**config.mk**
```make
export PLATFORM = sky130hd
export DESIGN_NAME = fxp_decim_accumulator
export DESIGN_NICKNAME = d
export VERILOG_FILES = /design/src/rtl/fxp_decim_accumulator.sv
export SDC_FILE = /design/constraint.sdc
export NUM_CORES = 1
export LEC_CHECK = 0
export CORE_MARGIN = 2
export CORE_UTILIZATION = 60
export CTS_BUF_LIST = sky130_fd_sc_hd__clkbuf_8
export DETAILED_ROUTE_END_ITERATION = 8
export PLACE_DENSITY = 0.88
export SLEW_MARGIN = 20
export SYNTH_ARGS = -nofsm -noshare
export SYNTH_HDL_FRONTEND = slang
export SYNTH_SLANG_ARGS = --single-unit
```
**constraint.sdc**
```tcl
create_clock -name clk -period 5.1 [get_ports clk]
set_clock_uncertainty 0.1 [all_clocks]
set_input_delay 1.02 -clock clk [delete_from_list [all_inputs] [get_ports clk]]
set_output_delay 1.02 -clock clk [all_outputs]
set_load 0.005 [all_outputs]
```
**src/rtl/fxp_decim_accumulator.sv**
```systemverilog
// fxp_decim_accumulator
// Sums each frame of `osr` valid fixed-point samples, rounds the frame sum
// half-up into the output format and emits it with a one-cycle valid pulse.
// Build option: define FXP_DECIM_SATURATE_EN to clamp out-of-range results
// to the most positive / most negative output code; otherwise the result
// wraps (low bits kept).
module fxp_decim_accumulator #(
    parameter int n_int_in   = 8,
    parameter int n_mant_in  = 23,
    parameter int n_int_out  = 8,
    parameter int n_mant_out = 23,
    parameter int osr        = 4
) (
    input  logic                              clk,
    input  logic                              rst,
    input  logic                              clr,
    input  logic [n_int_in+n_mant_in:0]       in,
    input  logic                              in_valid,
    output logic [n_int_out+n_mant_out:0]     out,
    output logic                              out_valid
);

    localparam int N_G       = $clog2(osr);
    localparam int N_TOT_IN  = n_int_in + n_mant_in;
    localparam int N_TOT_OUT = n_int_out + n_mant_out;
    localparam int ACC_W     = N_TOT_IN + 1 + N_G;
    localparam int OUT_W     = N_TOT_OUT + 1;
    // Left shift amount when the output has more fractional bits than the input
    localparam int LSH       = (n_mant_out > n_mant_in) ? (n_mant_out - n_mant_in) : 0;
    // Converted value width: sum plus one guard bit for the rounding add, plus any left shift
    localparam int CONV_W    = ACC_W + 1 + LSH;

    localparam logic [N_G-1:0] CNT_LAST = N_G'(osr - 1);
    localparam logic [N_G-1:0] CNT_ONE  = N_G'(1'b1);

    logic signed [ACC_W-1:0]  r_acc;
    logic        [N_G-1:0]    r_cnt;
    logic        [OUT_W-1:0]  r_out;
    logic                     r_out_valid;

    logic signed [ACC_W-1:0]  w_in_ext;
    logic signed [ACC_W-1:0]  w_sum;
    logic                     w_last;
    logic signed [CONV_W-1:0] w_conv;
    logic        [OUT_W-1:0]  w_out_next;

    // Sign-extend the sample into the guard-bit-widened accumulator format;
    // osr samples can never overflow this width.
    assign w_in_ext = {{N_G{in[N_TOT_IN]}}, in};
    assign w_sum    = r_acc + w_in_ext;
    assign w_last   = (r_cnt == CNT_LAST);

    generate
        if (n_mant_out < n_mant_in) begin : g_round
            localparam int SH = n_mant_in - n_mant_out;
            localparam logic signed [ACC_W:0] HALF = (ACC_W + 1)'(1'b1) <<< (SH - 1);
            logic signed [ACC_W:0] w_wide;
            logic signed [ACC_W:0] w_rnd_add;
            // One extra bit so the half-LSB add cannot overflow
            assign w_wide    = {w_sum[ACC_W-1], w_sum};
            assign w_rnd_add = w_wide + HALF;
            // Arithmetic shift after adding half: round-half-up (ties toward +inf)
            assign w_conv    = w_rnd_add >>> SH;
        end else begin : g_shift
            logic signed [CONV_W-1:0] w_ext;
            // More output fractional bits: exact sign-extended left shift
            assign w_ext  = CONV_W'(w_sum);
            assign w_conv = w_ext <<< LSH;
        end
    endgenerate

    generate
        if (CONV_W > OUT_W) begin : g_narrow
`ifdef FXP_DECIM_SATURATE_EN
            localparam logic [OUT_W-1:0] OUT_MAX = {1'b0, {(OUT_W-1){1'b1}}};
            localparam logic [OUT_W-1:0] OUT_MIN = {1'b1, {(OUT_W-1){1'b0}}};
            logic [CONV_W-OUT_W:0] w_hi;
            logic                  w_ovf;
            // In range only when all bits above the output sign bit equal it
            assign w_hi  = w_conv[CONV_W-1:OUT_W-1];
            assign w_ovf = ~((&w_hi) | ~(|w_hi));
            // Clamp toward the sign of the unclamped value when out of range
            always_comb begin
                w_out_next = w_conv[OUT_W-1:0];
                if (w_ovf) begin
                    if (w_conv[CONV_W-1]) begin
                        w_out_next = OUT_MIN;
                    end else begin
                        w_out_next = OUT_MAX;
                    end
                end else begin
                    w_out_next = w_conv[OUT_W-1:0];
                end
            end
`else
            logic w_unused_hi;
            // Two's-complement wrap: keep only the low output bits
            assign w_out_next  = w_conv[OUT_W-1:0];
            assign w_unused_hi = ^w_conv[CONV_W-1:OUT_W];
`endif
        end else begin : g_widen
            // Output is at least as wide: plain sign extension
            assign w_out_next = OUT_W'(w_conv);
        end
    endgenerate

    // Frame accumulation, counter and registered output update
    always_ff @(posedge clk) begin
        if (rst) begin
            r_acc       <= {ACC_W{1'b0}};
            r_cnt       <= {N_G{1'b0}};
            r_out       <= {OUT_W{1'b0}};
            r_out_valid <= 1'b0;
        end else if (clr) begin
            r_acc       <= {ACC_W{1'b0}};
            r_cnt       <= {N_G{1'b0}};
            r_out_valid <= 1'b0;
        end else if (in_valid) begin
            if (w_last) begin
                r_acc       <= {ACC_W{1'b0}};
                r_cnt       <= {N_G{1'b0}};
                r_out       <= w_out_next;
                r_out_valid <= 1'b1;
            end else begin
                r_acc       <= w_sum;
                r_cnt       <= r_cnt + CNT_ONE;
                r_out_valid <= 1'b0;
            end
        end else begin
            r_out_valid <= 1'b0;
        end
    end

    assign out       = r_out;
    assign out_valid = r_out_valid;

endmodule

```
== Word-level counts from Yosys, hierarchy flattened ==
Index checks and enable logic that the tools add are counted.
Word-level totals
  bits in registers: 69
  bits of input ports: 36
Cells by class
  add/sub/neg operators: 2
  equality and inequality tests: 1
  muxes and demuxes: 3
  bitwise gates (word level): 2
  reduce and logical (&&, ||, !) cells: 3
Operator list (number)
  adder 34 x 32 -> 34 bit: 1
  2-to-1 mux 34 bit: 1
  AND reduction 3 bit: 1
  OR reduction 3 bit: 1
  adder 2 x 1 -> 2 bit (second input constant): 1
  equality test 2 bit (second input constant): 1
  2-to-1 mux 2 bit: 1
  inverter 1 bit: 2
  OR reduction 2 bit: 1
  2-to-1 mux 1 bit: 1

== Longest topological paths before layout ==
  depth in word-level cells: 2
  mapped depth: 10

== Worst setup path before layout ==
OpenSTA, ideal clock, no wires.
  path type: input to register
  start point: in in[0]
  end point: reg r_out[22] (netlist: out[22])
  arrival: 3048 ps
  data required time: 4885 ps
  path slack: 1837 ps
  cell stages on the path: 10
  buffers on the path: 0
  cells stage by stage: ha_1 -> fa_1 -> a21o_1 -> a221oi_4 -> nor4_1 -> or2_1 -> a31oi_2 -> xnor2_1 -> o21ai_1 -> and2_1
On the way
  word-level cells in the longest chain between the ends: 1
RTL lines
  from (decl): line 17  | input logic [n_int_in+n_mant_in:0] in,
  adder 34 x 32 -> 34 bit: line 50  | assign w_sum = r_acc + w_in_ext;
  to (signal assigned): line 112  | r_out <= {OUT_W{1'b0}};
  to (signal assigned): line 122  | r_out <= w_out_next;
  to (decl): line 38  | logic [OUT_W-1:0] r_out;
Every way passes these cells.
A chain may end at the register's enable or synchronous reset.

== Worst setup path after layout ==
Ends and elaborated chain as after synthesis.

==> results.toml <==
[timing]
slew_violations = 0
max-slew-margin-rel = 0.465
total_setup_violations_reported_at_the_end_of_the_flow = 0
unrepaired_setup_endpoints_after_global_routing = "false"
finalCritPeriodShare = 0.717
setup-tns-final_ns = 0
fin_crit_ns = 3.66
final_critical_path_setup_slack_ns = 1.44
hold_viol = 0
timing_worst_slew_pin_value_ns = 0.802
max_freq_ghz = 0.274
worst_hold_slack_ns = 0.356

[logic_synthesis]
yosys_register_bits = 67
ys.warnings.count = 0
synthArstFlopShare = 0
post_synth_instance_area_mm2 = 0.00418
synth-main-ff-cell = "sky130_fd_sc_hd__dfxtp_1"
syn_nets = 592
synth-edff-count = 0
synth_area_per_cell_um2 = 7.98
seq_area_frac_synth = 0.321
yosys.cell_types.count = 58
syn-instance-count = 523

[cells_and_area]
final_core_util = 0.749
final.fill_count = 540
antenna-diode-count = 0
drive_gt1_frac = 0.0584
nets = 647
layout-area-overhead-vs-synth_pct = 21.3

[setup_path]
cp_arrival_ns = 3.81
crit_type = "input port to flop"
setup.worst_path.end_class = "flop"
timing.critical_path.required_ns = 5.25
crit_path_max_fanout = 4
timing.critical_path.from_type = "input port"

[clock_tree]
cts_tree = "built"
cts.sinks = 67
post_cts_buffers = 0
htree_levels = 3
clk_pin_slew_ns = 0.07
cts_buffer_count = 9
post_cts_hold_buffer_count = 0
cts-root-buf = "sky130_fd_sc_hd__clkbuf_8"
clk_latency_ns = 0.35
cts.repair.resized = 0
clk_path_buf_depth = 2

[worst_hold_path]
min_path_type = "flop to flop"

[global_routing]
grt_max_degree = 39
track_usage = 0.315
antenna_found_initial = 0
grt.overflow.total = 0
first_global_vias = 3967
global_route_wire_length_before_repair_um = 18700

[pwr]
intPower_uw = 881
seqPwrFrac = 0.439
power.share.switching = 0.289
power_spent_charging_and_discharging_nets_uw = 359
leakage_uw = 0.00204
irDropWorstVdd_uv = 175
power.density_cell_area_mw_per_mm2 = 245
logic_pwr_share = 0.204
clock_power_share = 0.357

[outcome]
result_of_the_run = "finished, final reports clean"

[die]
rows = 30
floorplan.die.height_um = 87.4
area_of_the_die_mm2 = 0.00764
die_w_um = 87.4
core-area_mm2 = 0.00676
initial_core_util = 0.618
num_io_pins = 69

[place]
hpwlAfterDp_um = 8420
placement.io_buffers = 68
minimum_setup_slack_after_placement_ns = 1.19
finalWeightedCongestion = 0.955

[route]
post_drt_via_cell_ratio = 6.18
detailedRoute.firstPassIterationCount = 5
detail_route.drc_violations = 0
avgRoutedWirePerCell_um = 17.4
ant_nets = 0
drt_iter0_drc = 292
drt-total-wl_um = 11500
vias_post_dr = 4088

[run]
drv_cap = 0
## placed cells by master, fill, tap and decap left out, types with 4 or more instances in the layout
cell type	instances
sky130_fd_sc_hd__nand2_1	81
sky130_fd_sc_hd__clkdlybuf4s50_1	68
sky130_fd_sc_hd__dfxtp_1	67
sky130_fd_sc_hd__a21oi_1	61
sky130_fd_sc_hd__nor2_1	45
sky130_fd_sc_hd__ha_1	32
sky130_fd_sc_hd__xnor2_1	16
sky130_fd_sc_hd__o21ai_0	15
sky130_fd_sc_hd__clkbuf_8	14
sky130_fd_sc_hd__a22o_1	13
sky130_fd_sc_hd__nand3_1	13
sky130_fd_sc_hd__xor2_1	12
sky130_fd_sc_hd__nand4_1	12
sky130_fd_sc_hd__o21ai_1	12
sky130_fd_sc_hd__inv_1	11
sky130_fd_sc_hd__a21o_1	9
sky130_fd_sc_hd__a22oi_1	9
sky130_fd_sc_hd__o21bai_1	9
sky130_fd_sc_hd__nor3_1	7
sky130_fd_sc_hd__and3_1	5
sky130_fd_sc_hd__o21a_1	5
sky130_fd_sc_hd__a31oi_1	5
sky130_fd_sc_hd__buf_4	5
sky130_fd_sc_hd__mux2i_1	4
## cell usage after synthesis (3+ instances only)
| cell | count | area share |
|---|---|---|
| sky130_fd_sc_hd__nand2_1 | 81 | 0.073 |
| sky130_fd_sc_hd__dfxtp_1 | 67 | 0.32 |
| sky130_fd_sc_hd__a21oi_1 | 61 | 0.073 |
| sky130_fd_sc_hd__nor2_1 | 45 | 0.040 |
| sky130_fd_sc_hd__ha_1 | 32 | 0.096 |
| sky130_fd_sc_hd__clkbuf_1 | 16 | 0.014 |
| sky130_fd_sc_hd__xnor2_1 | 16 | 0.034 |
| sky130_fd_sc_hd__o21ai_0 | 15 | 0.018 |
| sky130_fd_sc_hd__a22o_1 | 13 | 0.027 |
| sky130_fd_sc_hd__nand3_1 | 13 | 0.016 |
| sky130_fd_sc_hd__nand4_1 | 12 | 0.018 |
| sky130_fd_sc_hd__o21ai_1 | 12 | 0.014 |
| sky130_fd_sc_hd__xor2_1 | 12 | 0.025 |
| sky130_fd_sc_hd__inv_1 | 11 | 0.0099 |
| sky130_fd_sc_hd__a21o_1 | 9 | 0.016 |
| sky130_fd_sc_hd__a22oi_1 | 9 | 0.016 |
| sky130_fd_sc_hd__buf_2 | 9 | 0.011 |
| sky130_fd_sc_hd__o21bai_1 | 9 | 0.016 |
| sky130_fd_sc_hd__nor3_1 | 7 | 0.0084 |
| sky130_fd_sc_hd__a31oi_1 | 5 | 0.0075 |
| sky130_fd_sc_hd__and3_1 | 5 | 0.0075 |
| sky130_fd_sc_hd__o21a_1 | 5 | 0.0090 |
| sky130_fd_sc_hd__mux2i_1 | 4 | 0.0096 |
| sky130_fd_sc_hd__a21oi_2 | 3 | 0.0063 |
| sky130_fd_sc_hd__and2_1 | 3 | 0.0045 |
| sky130_fd_sc_hd__nand2b_1 | 3 | 0.0045 |
| sky130_fd_sc_hd__nor2b_1 | 3 | 0.0045 |
| sky130_fd_sc_hd__nor4_1 | 3 | 0.0045 |
| sky130_fd_sc_hd__or4_1 | 3 | 0.0054 |
## per-layer routing
metal  vias to the layer above  global-route usage  wire length [um]
li1                       1977                   -                 -
met5                         -                   0                 0
met4                         0               0.130               310
met2                       162               0.534              5720
met1                      1918               0.381              4840
met3                        31              0.0711               675
## stage by stage
stage / instances / area (um^2) / power, uW
floorplan: 523 / 4180 / 730
detailed placement: 647 / 4870 / 801
finish: 662 / 5060 / 1240
global placement: 647 / 4870 / 797
CTS: 662 / 5060 / 1240
global route: 662 / 5060 / 1290
## final cells by class
class / instances / area [um^2] / area share
clock buffers: 14 / 193 / 0.0381
flip-flops and latches: 67 / 1340 / 0.265
repair buffers: 73 / 718 / 0.142
well taps: 80 / 100 / 0.0198
clock inverters: 1 / 5.00 / 0.000988
multi-input cells: 416 / 2670 / 0.526
inverters: 11 / 41.3 / 0.00815
## power by group through the flow
| stage | Combinational, uW | Clock, uW | Sequential [uW] |
|---|---|---|---|
| after floorplan | 177 | 0 | 553 |
| after global placement | 243 | 0 | 554 |
| after detailed placement | 246 | 0 | 555 |
| after CTS | 250 | 443 | 544 |
| after global routing | 277 | 470 | 545 |
| final | 254 | 443 | 544 |
## logic make-up after synthesis
| group | Yosys count | share of synthesized area |
|---|---|---|
| buffers and inverters | 40 | 0.0405 |
| and+or+nand+nor | 188 | 0.204 |
| DFF | 67 | 0.321 |
| muxes | 4 | 0.00959 |
| AOI/OAI and AO/OA | 162 | 0.259 |
| adders and majority gates | 33 | 0.101 |
| xor gates and xnor gates | 29 | 0.0644 |
## flip-flops by register name, indices dropped and copies added (netlist names)
| signal | count |
|---|---|
| out | 32 |
| r_acc | 32 |
| r_cnt | 2 |
| out_valid | 1 |
## worst max-delay path, stage by stage
cell                              delay [ns]
sky130_fd_sc_hd__clkdlybuf4s50_1        0.40
sky130_fd_sc_hd__ha_1                   0.24
sky130_fd_sc_hd__fa_1                   0.42
sky130_fd_sc_hd__a21o_1                 0.25
sky130_fd_sc_hd__a221oi_4               0.35
sky130_fd_sc_hd__nor4_1                 0.15
sky130_fd_sc_hd__or2_1                  0.31
sky130_fd_sc_hd__a31oi_2                0.22
sky130_fd_sc_hd__xnor2_1                0.19
sky130_fd_sc_hd__o21ai_1                0.09
sky130_fd_sc_hd__and2_1                 0.18
## final timing paths
check,startpoint,end,slack (ns),cells past startpoint
min,out[23],out[23],0.36,2
max,in[0],out[22],1.44,11
min reg2reg,out[23],out[23],0.36,2
max reg2reg,r_acc[0],out[22],2.22,10
No activity file was read; power rests on OpenSTA's default activity.
